[config.mk]
export PLATFORM = sky130hd
export DESIGN_NAME = restador_secuencial
export DESIGN_NICKNAME = d
export VERILOG_FILES = /design/src/rtl/restador_pkg.sv /design/src/rtl/restador_secuencial_sumador_digito.sv /design/src/rtl/restador_secuencial.sv
export SDC_FILE = /design/constraint.sdc
export NUM_CORES = 1
export LEC_CHECK = 0
export ABC_AREA = 1
export ABC_CLOCK_PERIOD_IN_PS = 1500
export BUFFER_PORTS_ARGS = -buffer_cell sky130_fd_sc_hd__buf_4
export CORE_ASPECT_RATIO = 1.75
export CORE_MARGIN = 4
export CORE_UTILIZATION = 50
export CTS_BUF_LIST = sky130_fd_sc_hd__clkbuf_8
export CTS_CLUSTER_DIAMETER = 60
export DETAILED_ROUTE_END_ITERATION = 8
export PLACE_DENSITY = 0.84
export SYNTH_ARGS = -nofsm -noshare
export SYNTH_HDL_FRONTEND = slang
export SYNTH_SLANG_ARGS = --single-unit
[constraint.sdc]
create_clock -name clk -period 1.5 [get_ports clk]
set_clock_uncertainty 0.2 [all_clocks]
set_input_delay 0.225 -clock clk [delete_from_list [all_inputs] [get_ports clk]]
set_output_delay 0.225 -clock clk [all_outputs]
set_load 0.1 [all_outputs]
[src/rtl/restador_pkg.sv]
`default_nettype none
// ============================================================================
// Module   : restador_pkg
// Brief    : Shared types and constants for the sequential add/subtract unit.
//            Holds the FSM state encoding, the op encoding and the bit
//            positions of the packed flag vector.
// Revision : 1.0 - initial release
// ============================================================================
package restador_pkg;

  typedef enum logic [1:0] {
    IDLE = 2'd0,
    CALC = 2'd1,
    DONE = 2'd2
  } state_t;

  localparam logic OP_SUB = 1'b0;
  localparam logic OP_ADD = 1'b1;

  // Bit positions inside the packed flag register
  localparam int FLAG_Z = 0;
  localparam int FLAG_N = 1;
  localparam int FLAG_C = 2;
  localparam int FLAG_V = 3;
  localparam int FLAG_W = 4;

endpackage
`default_nettype wire

[src/rtl/restador_secuencial_sumador_digito.sv]
`default_nettype none
// ============================================================================
// Module   : sumador_digito
// Brief    : Combinational DIGIT-bit ripple-carry adder. Besides the carry
//            out it exposes the carry into its top bit, which the parent
//            needs for signed-overflow detection on the last digit.
// Revision : 1.0 - initial release
// ============================================================================
module sumador_digito #(
  parameter int DIGIT = 1
) (
  input  logic [DIGIT-1:0] x_i,
  input  logic [DIGIT-1:0] y_i,
  input  logic             cin_i,
  output logic [DIGIT-1:0] s_o,
  output logic             cout_o,
  output logic             cmsb_o
);

  logic [DIGIT:0] w_c;

  // Ripple the carry bit by bit through the digit
  always_comb begin
    w_c    = '0;
    s_o    = '0;
    w_c[0] = cin_i;
    for (int i = 0; i < DIGIT; i++) begin
      s_o[i]   = x_i[i] ^ y_i[i] ^ w_c[i];
      w_c[i+1] = (x_i[i] & y_i[i]) | (w_c[i] & (x_i[i] ^ y_i[i]));
    end
  end

  assign cout_o = w_c[DIGIT];
  assign cmsb_o = w_c[DIGIT-1];

endmodule
`default_nettype wire

[src/rtl/restador_secuencial.sv]
`default_nettype none
// ============================================================================
// Module   : restador_secuencial
// Brief    : Digit-serial add/subtract unit with valid/ready handshakes.
//            Processes DIGIT bits per cycle LSB-first and reports Z/N/C/V.
//            Optional macro RESTADOR_SAT_EN: clamp the result to the signed
//            range limit on overflow instead of wrapping.
// Revision : 1.0 - initial release
// ============================================================================
module restador_secuencial
  import restador_pkg::*;
#(
  parameter int WIDTH = 8,
  parameter int DIGIT = 1
) (
  input  logic             clk,
  input  logic             rst_n,
  input  logic             in_valid_i,
  output logic             in_ready_o,
  input  logic [WIDTH-1:0] a_i,
  input  logic [WIDTH-1:0] b_i,
  input  logic             op_i,
  output logic             out_valid_o,
  input  logic             out_ready_i,
  output logic [WIDTH-1:0] y_o,
  output logic             z_o,
  output logic             n_o,
  output logic             c_o,
  output logic             v_o
);

  localparam int NDIG = WIDTH / DIGIT;
  localparam int CW   = (NDIG > 1) ? $clog2(NDIG) : 1;

  generate
    if ((WIDTH < 2) || (DIGIT < 1) || ((WIDTH % DIGIT) != 0)) begin : g_param_chk
      $error("restador_secuencial: WIDTH must be >= 2 and a multiple of DIGIT");
    end
  endgenerate

  state_t             state_q;
  logic [CW-1:0]      cnt_q;
  logic [WIDTH-1:0]   a_q;        // minuend shifts out, result shifts in
  logic [WIDTH-1:0]   b_q;        // already inverted for subtraction
  logic               carry_q;
  logic [WIDTH-1:0]   y_q;
  logic [FLAG_W-1:0]  flags_q;
  logic               in_ready_q;
  logic               out_valid_q;

  logic [DIGIT-1:0]   w_s;
  logic               w_cout;
  logic               w_cmsb;
  logic [WIDTH-1:0]   a_d;
  logic [WIDTH-1:0]   y_d;
  logic [FLAG_W-1:0]  flags_d;
  logic               w_v;

  sumador_digito #(
    .DIGIT (DIGIT)
  ) u_sumador (
    .x_i    (a_q[DIGIT-1:0]),
    .y_i    (b_q[DIGIT-1:0]),
    .cin_i  (carry_q),
    .s_o    (w_s),
    .cout_o (w_cout),
    .cmsb_o (w_cmsb)
  );

  // Next value of the shared operand/result shift register
  generate
    if (NDIG == 1) begin : g_single_digit
      assign a_d = w_s;
    end else begin : g_multi_digit
      assign a_d = {w_s, a_q[WIDTH-1:DIGIT]};
    end
  endgenerate

  // On the last digit a_d holds the full wrapped sum; derive result and flags
  always_comb begin
    w_v = w_cmsb ^ w_cout;
`ifdef RESTADOR_SAT_EN
    // A wrapped negative-looking result means the true result was positive
    if (w_v) begin
      y_d = a_d[WIDTH-1] ? {1'b0, {(WIDTH-1){1'b1}}} : {1'b1, {(WIDTH-1){1'b0}}};
    end else begin
      y_d = a_d;
    end
`else
    y_d = a_d;
`endif
    flags_d         = '0;
    flags_d[FLAG_Z] = (y_d == '0);
    flags_d[FLAG_N] = y_d[WIDTH-1];
    flags_d[FLAG_C] = w_cout;
    flags_d[FLAG_V] = w_v;
  end

  // Control FSM with datapath registers and registered handshake outputs
  always_ff @(posedge clk or negedge rst_n) begin
    if (!rst_n) begin
      state_q     <= IDLE;
      cnt_q       <= '0;
      a_q         <= '0;
      b_q         <= '0;
      carry_q     <= 1'b0;
      y_q         <= '0;
      flags_q     <= '0;
      in_ready_q  <= 1'b1;
      out_valid_q <= 1'b0;
    end else begin
      case (state_q)
        IDLE: begin
          if (in_valid_i) begin
            a_q        <= a_i;
            b_q        <= (op_i == OP_SUB) ? ~b_i : b_i;
            carry_q    <= (op_i == OP_SUB);
            cnt_q      <= '0;
            state_q    <= CALC;
            in_ready_q <= 1'b0;
          end
        end
        CALC: begin
          a_q     <= a_d;
          b_q     <= b_q >> DIGIT;
          carry_q <= w_cout;
          cnt_q   <= cnt_q + 1'b1;
          if (cnt_q == CW'(NDIG - 1)) begin
            y_q         <= y_d;
            flags_q     <= flags_d;
            state_q     <= DONE;
            out_valid_q <= 1'b1;
          end
        end
        DONE: begin
          if (out_ready_i) begin
            state_q     <= IDLE;
            out_valid_q <= 1'b0;
            in_ready_q  <= 1'b1;
          end
        end
        default: begin
          state_q     <= IDLE;
          out_valid_q <= 1'b0;
          in_ready_q  <= 1'b1;
        end
      endcase
    end
  end

  assign in_ready_o  = in_ready_q;
  assign out_valid_o = out_valid_q;
  assign y_o         = y_q;
  assign z_o         = flags_q[FLAG_Z];
  assign n_o         = flags_q[FLAG_N];
  assign c_o         = flags_q[FLAG_C];
  assign v_o         = flags_q[FLAG_V];

endmodule
`default_nettype wire

==> impl_results.md <==
* Outcome: complete, but fails checks
* Failing checks: setup timing
* Post-synth top flop: dfrtp_1
* Hold Path Sink: b_q[7]
* Ant diodes at 0
* Power Dens Cells at approximately 2300 nW/um^2
* CTS H-tree lvls at 2
* P_sw at between 2 and 3 mW
* Netlist Area Pre-Place at 1660 sq um
* Core Rows at 27
* WS Path Type: reg2reg
* Pleak at 1.26 nW
* Top cell type's share of synthesized area at between 50% and 60%
* Final hold viol count at 0
* GRT Max-Usage Layer: met2
* Tcrit/Tclk final at 104%
* IO Pins at 35
* Reg-to-reg slack, setup at -0.07 ns
* Switching share of power at roughly 50%
* Clk pwr share at 15.8%
* # setup viols final at 12
* Die Ht at between 80 and 90 um
* Slew Viols, Final at 0
* Count leader, synth: nand2_1
* Relative slew slack at 71.6%
* Max Clock Freq at between 0.6 and 0.7 GHz
* Clock-pin slew on the worst setup and hold paths at 0.07 ns
* CTS Root Cell: clkbuf_8
* YS warnings at 0
* Reg2Reg Depth at 6
* Initial Util at about 52%
* WHS Path Cells at 3
* Met1 usage at between 20% and 30%
* RR Endpoint: flags_q[0]
* Syn-to-layout area delta at 41.7%
* Gpl congestion at ~0.78
* Cell taking the most area after synthesis: dfrtp_1
* Syn_area_per_cell at approximately 8 sq um
* Nets at ~290
* Sequential power share at a little under a third
* Post-synth EDFFs at 0
* Data required time of the worst path at approximately 1.5 ns
* Max Cap Violations at 0
* Core Box Area at between 3000 and 4000 sq um
* Syn Nets at 232
* Initial antenna violation count at 0
* Peak VDD IR at 1470 uV
* Routed len/inst at approximately 12 um
* GR Util met2 at roughly a third
* Post-synth top cells: nand2_1, nand3_1, dfrtp_1
* Final HPWL DP at around 2.4 mm
* Routed wire length at 3.78 mm
* Total grt overflow at 0
* Reg2reg start: carry_q
* Die ar. at 4340 sq um
* Die width at slightly above 50 um
* Largest net degree at the start of global routing at 36
* CP peak stage delay at between 0.5 and 0.6 ns
* RSZ-0062 raised after global routing: true
* Worst-path maximum fanout at 2
* Power Internal at between 2 and 3 mW
* Number of synthesized register bits at 35
* Vias per inst at approximately 5
* Area of all placed cells without fillers at roughly 2400 sq um
* Share of flip-flops with an asynchronous set or reset at 100%
* Slowest library cell on the worst path: fa_1
* Worst path most repeated cell: nand2_1
* Sink Count at 35
* First-pass GRT wire length at ~6.5 mm
* Worst-Margin Slew at between 0.4 and 0.5 ns
* Final WS setup at -0.0664 ns
* Sum Neg Setup Slack at -0.429 ns
* Mapped Cells at ~210
* Crit. End Element: flop
* CTS tree: built
* Largest cells by area after synthesis: dfrtp_1, nand2_1, nand3_1, buf_2, inv_1
* Arrival time at the worst endpoint at between 1.5 and 2 ns
* Met3 Use GR at under 10%
* Placed inst area at approximately 2000 sq um
* Router iterations before antenna repair at 4
* Vias at approximately 1500
* Clock Latency Late Sink at around 0.29 ns
* Share of cells above drive strength 1 at between 20% and 30%
* Register area share after synthesis at around 53%
* Total CTS buffers at 5
* Cell chain of the critical path: fa_1 -> nor2_1 -> nand2_1 -> nor2_1 -> nand2_1 -> nand2_1
* Port bufs at 34
* Global router's overall resource usage at 19.2%
* Gate power share at a little over half
* Routed Antenna Nets at 0
* Clock tree buffer depth at 2
* HP Start: b_i[7]
* Vias in the first global route at about 1500
* DR DRC count at 0
* Final Critical Period at ~1.6 ns
* Starting DRC count in detailed routing at 43
* Distinct cell type count after synthesis at 18
* Hold WC Path Type: in2reg
* Worst Setup Start Kind: flop
## sequential cells by signal, indices dropped and copies added, names as in the netlist
signal,flops
b_q,8
out_valid_o,1
state_q,2
cnt_q,3
y_o,7
flags_q,4
in_ready_o,1
a_q,8
carry_q,1
## repair_timing
action | CTS | global route
endpoints found under the hold margin | 43 | 0
buffers inserted | 2 | 4
hold buffers | 10 | 0
gates cloned | 1 | 0
pin swaps | 2 | 10
endpoints found under the setup margin | 13 | 28
resized for setup | 6 | 25
## area by class of cell
cell class,count,area [sq um]
Clock buffer,6,82.6
Clock inverter,2,35.0
Fill cell,242,823
Inverter,11,48.8
Multi-Input combinational cell,152,757
Sequential cell,35,878
Tap cell,43,53.8
Timing Repair Buffer,57,497
## logic make-up after synthesis
group	Yosys count	synth area share, %
and+or+nand+nor	141	35.5
xor gates and xnor gates	2	1.06
AOI/OAI and AO/OA	6	1.96
adders and majority gates	3	2.71
buffers and inverters	21	5.95
DFF	35	52.8
## cell usage in the layout, fill, tap and decap left out
cell,instances
buf_12,2
buf_4,42
buf_6,1
buf_8,2
bufinv_16,1
clkbuf_8,6
clkinv_2,1
clkinv_4,1
dfrtp_1,33
dfrtp_2,1
dfstp_2,1
dlygate4sd3_1,10
fa_1,1
ha_2,1
ha_4,1
inv_1,8
inv_2,1
inv_4,1
nand2_1,84
nand2_2,8
nand2_4,4
nand3_1,37
nand3_2,1
nor2_1,5
nor2_4,2
o21ai_0,4
o21ai_1,1
o31ai_1,1
xnor2_1,1
xor2_1,1
## worst max-delay path by stage
stage,from,to,depth (start not counted)
2_1_floorplan,carry_q,flags_q[0],6
3_3_place_gp,carry_q,flags_q[0],6
3_5_place_dp,carry_q,flags_q[0],6
4_1_cts,a_q[0],flags_q[0],6
5_1_grt,carry_q,flags_q[0],6
6_report,carry_q,flags_q[0],6
## through the flow
| stage | utilization (%) | cells | hold WS (ns) | power [mW] | setup WS [ns] |
|---|---|---|---|---|---|
| floorplan | - | 208 | -0.271 | 3.74 | 0.00161 |
| CTS | 69.8 | 302 | 0.0356 | 5.30 | -0.0417 |
| global route | 74.1 | 306 | 0.0520 | 5.86 | -0.130 |
| finish | 74.1 | 306 | 0.0312 | 5.51 | -0.0664 |
| detailed placement | 61.7 | 281 | -0.00608 | 4.31 | -0.0369 |
| global placement | 61.7 | 281 | -0.00773 | 4.26 | 0.0102 |
## critical path: cells and delay by family, from the launching register on
family / cells / cell delay (ns)
and+or+nand+nor: 5 / 0.39
DFF: 1 / 0.40
adders and majority gates: 1 / 0.51
## layer usage
metal | up-vias | part of all wire, % | routed length, um
met5 | - | 0 | 0
met4 | 0 | 2.4 | 92
met3 | 10 | 5.0 | 187
met2 | 51 | 55 | 2070
met1 | 710 | 38 | 1420
li1 | 762 | - | -
## power groups by stage
stage / Sequential, mW / Combinational, mW / Clock, mW
after global routing: 1.76 / 3.16 / 0.938
after global placement: 1.66 / 2.60 / 0
after floorplan: 2.74 / 0.996 / 0
after detailed placement: 1.67 / 2.63 / 0
after CTS: 1.67 / 2.75 / 0.884
final: 1.71 / 2.94 / 0.868
Power figures use the tool's default switching activity.
